[src/rtl/spiflash_tx_serializer.sv]
// SPI flash read-data serializer: byte FIFO feeding a 1/2/4/8-lane shifter clocked by synchronized sck falls.
// Optional SPIFLASH_TX_DUMMY_EN adds a dummy_cycles port and a DUMMY state ahead of the first byte load.
module spiflash_tx_serializer #(
   parameter int DEPTH       = 4,
   parameter int MAX_LANES   = 4,
   parameter int SYNC_STAGES = 2
) (
   input  logic                     clk,
   input  logic                     rst,
   input  logic                     sck,
   input  logic                     cs_n,
   input  logic [1:0]               io_mode,
`ifdef SPIFLASH_TX_DUMMY_EN
   input  logic [3:0]               dummy_cycles,
`endif
   input  logic                     wr_valid,
   input  logic [7:0]               wr_data,
   output logic                     wr_ready,
   output logic [MAX_LANES-1:0]     dout,
   output logic                     dout_oe,
   output logic                     busy,
   output logic                     byte_done,
   output logic                     underrun,
   output logic [$clog2(DEPTH):0]   fifo_level
);

   localparam int AW = $clog2(DEPTH);
   localparam logic [AW:0]   FULL_LVL = (AW+1)'(DEPTH);
   localparam logic [AW:0]   LVL_ONE  = (AW+1)'(1);
   localparam logic [AW-1:0] PTR_ONE  = AW'(1);
   localparam logic [3:0]    MAX_L    = 4'(MAX_LANES);

   localparam logic [1:0] ST_IDLE  = 2'd0;
   localparam logic [1:0] ST_LOAD  = 2'd1;
   localparam logic [1:0] ST_SHIFT = 2'd2;
   localparam logic [1:0] ST_DUMMY = 2'd3;

   logic [SYNC_STAGES-1:0] sck_sync_q, sck_sync_d, cs_sync_q, cs_sync_d;
   logic                   sck_prev_q, cs_prev_q;
   logic                   sck_fall, cs_fall, cs_rise;

   logic [7:0]     mem_q [DEPTH];
   logic [AW-1:0]  wr_ptr_q, wr_ptr_d, rd_ptr_q, rd_ptr_d;
   logic [AW:0]    level_q, level_d;
   logic           push, pop, flush, load, fifo_empty;

   logic [1:0]           state_q, state_d;
   logic [7:0]           shreg_q, shreg_d, byte_v;
   logic [3:0]           rails_q, rails_d, rails_raw, rails_new;
   logic [2:0]           left_q, left_d;
   logic [MAX_LANES-1:0] dout_q, dout_d;
   logic                 oe_q, oe_d, byte_done_q, byte_done_d, underrun_q, underrun_d;
`ifdef SPIFLASH_TX_DUMMY_EN
   logic [3:0]           dcnt_q, dcnt_d;
`endif

   // Lane r of a slice takes the r-th lowest of the top 'rails' bits of the shift register.
   function automatic logic [MAX_LANES-1:0] slice_of(input logic [7:0] sh, input logic [3:0] rails);
      logic [MAX_LANES-1:0] s;
      s = '0;
      for (int r = 0; r < MAX_LANES; r++)
         if (r < int'(rails)) s[r] = sh[8 - int'(rails) + r];
      return s;
   endfunction

   function automatic logic [2:0] slices_m1(input logic [3:0] rails);
      case (rails)
         4'd1:    return 3'd7;
         4'd2:    return 3'd3;
         4'd4:    return 3'd1;
         default: return 3'd0;
      endcase
   endfunction

   assign sck_sync_d = {sck_sync_q[SYNC_STAGES-2:0], sck};
   assign cs_sync_d  = {cs_sync_q[SYNC_STAGES-2:0], cs_n};
   assign sck_fall   = sck_prev_q & ~sck_sync_q[SYNC_STAGES-1];
   assign cs_fall    = cs_prev_q & ~cs_sync_q[SYNC_STAGES-1];
   assign cs_rise    = ~cs_prev_q & cs_sync_q[SYNC_STAGES-1];

   assign fifo_empty = (level_q == '0);
   assign wr_ready   = (level_q != FULL_LVL);
   assign push       = wr_valid & wr_ready & ~cs_rise;

   always_comb begin
      case (io_mode)
         2'd0:    rails_raw = 4'd1;
         2'd1:    rails_raw = 4'd2;
         2'd2:    rails_raw = 4'd4;
         default: rails_raw = 4'd8;
      endcase
      rails_new = (rails_raw > MAX_L) ? MAX_L : rails_raw;
   end

   always_comb begin
      state_d     = state_q;
      shreg_d     = shreg_q;
      rails_d     = rails_q;
      left_d      = left_q;
      dout_d      = dout_q;
      oe_d        = oe_q;
      byte_done_d = 1'b0;
      underrun_d  = underrun_q;
      byte_v      = 8'hFF;
      pop         = 1'b0;
      flush       = 1'b0;
      load        = 1'b0;
`ifdef SPIFLASH_TX_DUMMY_EN
      dcnt_d      = dcnt_q;
`endif
      case (state_q)
         ST_IDLE: begin
            if (cs_fall) begin
`ifdef SPIFLASH_TX_DUMMY_EN
               dcnt_d  = dummy_cycles;
               state_d = (dummy_cycles != 4'd0) ? ST_DUMMY : ST_LOAD;
`else
               state_d = ST_LOAD;
`endif
            end
         end
`ifdef SPIFLASH_TX_DUMMY_EN
         ST_DUMMY: begin
            if (sck_fall) begin
               dcnt_d = dcnt_q - 4'd1;
               if (dcnt_q == 4'd1) state_d = ST_LOAD;
            end
         end
`endif
         ST_LOAD:  load = sck_fall;
         ST_SHIFT: begin
            if (sck_fall) begin
               if (left_q == 3'd0) begin
                  load = 1'b1;
               end else begin
                  dout_d      = slice_of(shreg_q, rails_q);
                  shreg_d     = shreg_q << rails_q;
                  left_d      = left_q - 3'd1;
                  byte_done_d = (left_q == 3'd1);
               end
            end
         end
         default: state_d = ST_IDLE;
      endcase

      // Loading drives slice 0 in the same sck_fall that fetched the byte, so bytes chain without a gap.
      if (load) begin
         if (!fifo_empty) byte_v = mem_q[rd_ptr_q];
         pop         = ~fifo_empty;
         underrun_d  = underrun_q | fifo_empty;
         rails_d     = rails_new;
         dout_d      = slice_of(byte_v, rails_new);
         shreg_d     = byte_v << rails_new;
         left_d      = slices_m1(rails_new);
         byte_done_d = (slices_m1(rails_new) == 3'd0);
         oe_d        = 1'b1;
         state_d     = ST_SHIFT;
      end

      if (cs_rise) begin
         state_d     = ST_IDLE;
         oe_d        = 1'b0;
         dout_d      = '0;
         byte_done_d = 1'b0;
         underrun_d  = 1'b0;
         flush       = 1'b1;
      end
   end

   always_comb begin
      wr_ptr_d = wr_ptr_q;
      rd_ptr_d = rd_ptr_q;
      level_d  = level_q;
      if (flush) begin
         wr_ptr_d = '0;
         rd_ptr_d = '0;
         level_d  = '0;
      end else begin
         if (push) wr_ptr_d = wr_ptr_q + PTR_ONE;
         if (pop)  rd_ptr_d = rd_ptr_q + PTR_ONE;
         case ({push, pop})
            2'b10:   level_d = level_q + LVL_ONE;
            2'b01:   level_d = level_q - LVL_ONE;
            default: level_d = level_q;
         endcase
      end
   end

   always_ff @(posedge clk) begin
      if (push) mem_q[wr_ptr_q] <= wr_data;
   end

   always_ff @(posedge clk or posedge rst) begin
      if (rst) begin
         sck_sync_q  <= '0;
         sck_prev_q  <= 1'b0;
         cs_sync_q   <= '1;
         cs_prev_q   <= 1'b1;
         wr_ptr_q    <= '0;
         rd_ptr_q    <= '0;
         level_q     <= '0;
         state_q     <= ST_IDLE;
         shreg_q     <= '0;
         rails_q     <= 4'd1;
         left_q      <= '0;
         dout_q      <= '0;
         oe_q        <= 1'b0;
         byte_done_q <= 1'b0;
         underrun_q  <= 1'b0;
`ifdef SPIFLASH_TX_DUMMY_EN
         dcnt_q      <= '0;
`endif
      end else begin
         sck_sync_q  <= sck_sync_d;
         sck_prev_q  <= sck_sync_q[SYNC_STAGES-1];
         cs_sync_q   <= cs_sync_d;
         cs_prev_q   <= cs_sync_q[SYNC_STAGES-1];
         wr_ptr_q    <= wr_ptr_d;
         rd_ptr_q    <= rd_ptr_d;
         level_q     <= level_d;
         state_q     <= state_d;
         shreg_q     <= shreg_d;
         rails_q     <= rails_d;
         left_q      <= left_d;
         dout_q      <= dout_d;
         oe_q        <= oe_d;
         byte_done_q <= byte_done_d;
         underrun_q  <= underrun_d;
`ifdef SPIFLASH_TX_DUMMY_EN
         dcnt_q      <= dcnt_d;
`endif
      end
   end

   assign dout       = dout_q;
   assign dout_oe    = oe_q;
   assign busy       = (state_q != ST_IDLE);
   assign byte_done  = byte_done_q;
   assign underrun   = underrun_q;
   assign fifo_level = level_q;

endmodule

[config.mk]
export PLATFORM = sky130hd
export DESIGN_NAME = spiflash_tx_serializer
export DESIGN_NICKNAME = d
export VERILOG_FILES = /design/src/rtl/spiflash_tx_serializer.sv
export SDC_FILE = /design/constraint.sdc
export NUM_CORES = 1
export LEC_CHECK = 0
export CORE_ASPECT_RATIO = 1.2
export CORE_MARGIN = 1.5
export CORE_UTILIZATION = 45
export DETAILED_ROUTE_END_ITERATION = 8
export PLACE_DENSITY_LB_ADDON = 0.12
export SYNTH_ARGS = -nofsm -noshare
export SYNTH_HDL_FRONTEND = slang
export SYNTH_SLANG_ARGS = --single-unit
[constraint.sdc]
create_clock -name clk -period 2.9 [get_ports clk]
set_input_delay 0.29 -clock clk [delete_from_list [all_inputs] [get_ports clk]]
set_output_delay 0.29 -clock clk [all_outputs]
set_load 0.01 [all_outputs]
==> impl_results.md <==
* All-Layer GR Usage at 0.195
* Share of layout cells above drive strength 1 at 0.142
* CP Cell Sequence: inv_1, ha_1, and3b_1, o211a_1, nand2_1, nor2_1, fa_1, nor4_1, a21oi_1, o22a_1, a21oi_1
* Period utilisation layout at 0.879
* Worst IR Drop VDD at 0.367 mV
* Dpl hpwl at 6110 um
* Cts hold-fix bufs at 0
* Worst-margin pin slew at roughly 0.66 ns
* Async SR Flop Fraction at 0.536
* Post-Layout Inst Area at 4590 sq um
* R2r setup slk at about 0.35 ns
* Crit path required time at about 3.2 ns
* Ys flop type: dfrtp_1
* Crit. path cell count at 11
* Cells after DPL at 495
* WL final at roughly 8200 um
* Hold WC Path Type: primary input to asynchronous set/reset pin
* Worst setup EP type: flip-flop
* Post-CTS Setup Inserts at 0
* Vias in the first global route at 2,772
* Die Wd at just under 90 um
* Min Tclk post-route at roughly 2.5 ns
* Clock Latency Late Sink at roughly 0.35 ns
* Mapped Area at around 4000 sq um
* WL per Instance at 16.1 um
* Max incr delay on CP at ~0.43 ns
* Max Cap Viol at 0
* Final setup TNS at 0 ns
* Gr ovfl total at 0
* Reg2reg end: fifo_level[2]
* Max H-tree Level at 3
* Clock Tree Root: clkbuf_8
* Worst Path Arrival at approximately 2.8 ns
* Maximum clock path buffer count at 2
* Total clock sinks at just under 70
* Area contributors post-synth: edfxtp_1 (24%), dfrtp_1 (21%), mux2i_1 (8.7%)
* Leak Pwr at about 0.0018 uW
* RSZ-0062 raised after global routing: false
* Site Rows at 37
* Cell taking the most area after synthesis: edfxtp_1
* Placement Cell Area at 4420 sq um
* Seq/Total Area, Yosys at 0.472
* Inserted Diodes at 0
* Final setup margin at ~0.35 ns
* Largest net degree at the start of global routing at 23
* Worst r2r src: state_q[0]
* Slew HR at 0.560
* Critical-path maximum fanout at 4
* Worst R2R Path Depth at 11
* CP Launch Point: state_q[0]
* Most numerous cell in the Yosys netlist: nand2_1
* Die footprint at 9480 sq um
* Port Buffers at 26
* Pre-antenna DRT Iters at 4
* Final Hold Vio Count at 0
* Starting DRC count in detailed routing at roughly 130
* Clock skew at about 0.012 ns
* Pre-CTS setup slack at approximately 0.37 ns
* End point of the critical path: fifo_level[2]
* Average size of a mapped cell at around 11 sq um
* Ys Warns at 0
* Initial Utilization at 0.465
* Finished Layout Cells at ~500
* Die Span Y at roughly 110 um
* P&R area growth vs syn at 14.5%
* Number of antenna violations at the first check in global routing at 0
* DRC at 0
* Final Max Tran Viols at 0
* Max Freq at approximately 0.39 GHz
* Final nets at approximately 420
* Top Family by Delay on Critical Path: simple AND/OR/NAND/NOR gates
* Syn Inst Count at about 360
* Pwr/cell area at 901 nW/um^2
* Synth top area share at 0.240
* Total CTS buffers at 9
* EDFF count, synth at 32
* Crit-path most repeated cell: a21oi_1
* Worst path bufs/invs at 1
* Cell variety after synth at 53
* Placer Congestion at roughly 0.84
* Top cells by count, synth: nand2_1 (37), mux2i_1 (35), dfrtp_1 (33), edfxtp_1 (32), nor2_1 (30)
* WHS at approximately 0.33 ns
* Post-Syn Nets at 390
* Worst-path clk slew at around 0.08 ns
* DR vias/cell at approximately 5.5
* #FFs+latches synth at 69
* Critical path's slowest cell: fa_1
* First-pass GRT wire length at about 14,000 um
* CP Launch Type: flip-flop
* Core Region at between 8000 and 9000 sq um
* Number of routed nets with antenna violations at 0
* Io pins at 27
* CTS resizes at 0
* Final setup vio count at 0
* Result of the run: completed
* TritonCTS clock tree: built
* CP Class: flip-flop to flip-flop
* Via count at ~2.8k
area by class of cell:
type | instances | area, sq um
clock buffer | 9 | 124
clock inverter | 7 | 46.3
fill | 808 | 4030
inverter | 14 | 52.6
multi-input combinational | 256 | 1970
sequential | 69 | 1890
tap | 117 | 146
timing repair buffer | 39 | 358
state kept, by name, summed over array words and instances, names as in the netlist:
signal and count:
sck_prev_q 1, dout_oe 1, rails_q 4, byte_done 1, mem_q 32, cs_sync_q 2
shreg_q 8, underrun 1, left_q 3, wr_ptr_q 2, dout 4, fifo_level 3
cs_prev_q 1, state_q 2, sck_sync_q 2, rd_ptr_q 2
stage by stage:
stage,power [uW],util
floorplan,2930,-
global placement,3440,0.513
detailed placement,3470,0.513
CTS,4170,0.533
global route,4440,0.533
finish,4130,0.533
logic make-up (layout without fill, tap and decap cells):
group                      Yosys count  in the layout  share of synthesized area
buffers and inverters               31             69                     0.0369
AOI/OAI and AO/OA                   65             65                      0.105
and+or+nand+nor                    109            109                      0.125
adders and majority gates           19             19                     0.0612
DFF                                 69             69                      0.472
xor gates and xnor gates            10             10                     0.0265
muxes                               53             53                      0.173
worst min path at each step:
stage	slack (ns)	to	cells past startpoint	from
after floorplan	0.29	cs_sync_q[0]	0	cs_n
after global placement	0.34	sck_sync_q[1]	0	sck_sync_q[0]
after detailed placement	0.34	sck_sync_q[1]	0	sck_sync_q[0]
after CTS	0.32	cs_sync_q[0]	1	cs_n
after global routing	0.33	cs_sync_q[0]	1	cs_n
final	0.33	state_q[0]	2	rst
per-layer routing:
metal / GRT usage / up-vias / wire [um] / share of wire
met4: 0.0802 / 0 / 161 / 0.020
li1: - / 1374 / - / -
met1: 0.257 / 1356 / 3680 / 0.45
met2: 0.308 / 57 / 4080 / 0.50
met5: 0 / - / 0 / 0
met3: 0.0411 / 15 / 308 / 0.037
worst reg2reg max path, cell delays in order (launching register included):
cell	delay, ns
dfrtp_1	0.38
inv_1	0.08
ha_1	0.22
and3b_1	0.21
o211a_1	0.22
nand2_1	0.13
nor2_1	0.08
fa_1	0.43
nor4_1	0.32
a21oi_1	0.07
o22a_1	0.20
a21oi_1	0.13
cells in the final DEF (no fill, tap or decap), types with 2 or more instances in the layout:
cell type and count:
nor2b_1 3, inv_4 3, and2_1 4, o21ai_0 19, dfstp_2 4, inv_1 12, edfxtp_1 32, clkdlybuf4s50_1 26
ha_1 18, o311ai_0 2, dfrtp_1 33, clkbuf_8 9, nor3_1 7, nor4_1 3, buf_4 13, xnor2_1 3
mux2i_1 35, a211o_1 3, nand2b_1 6, xor2_1 6, inv_2 2, o21a_1 2, nand3_1 12, mux2_2 6
a21oi_1 16, nor2_1 30, o31ai_1 4, o22ai_1 2, mux4_2 11, a221oi_1 6, clkinv_2 2, nand2_1 37
report_power, final:
part	switching (uW)	total [uW]	leakage (uW)	internal, uW
sequential	212	1460	0.000745	1250
clock	378	691	0.0000946	313
combinational	1030	1970	0.000975	943
(Power assumes the default switching activity.)
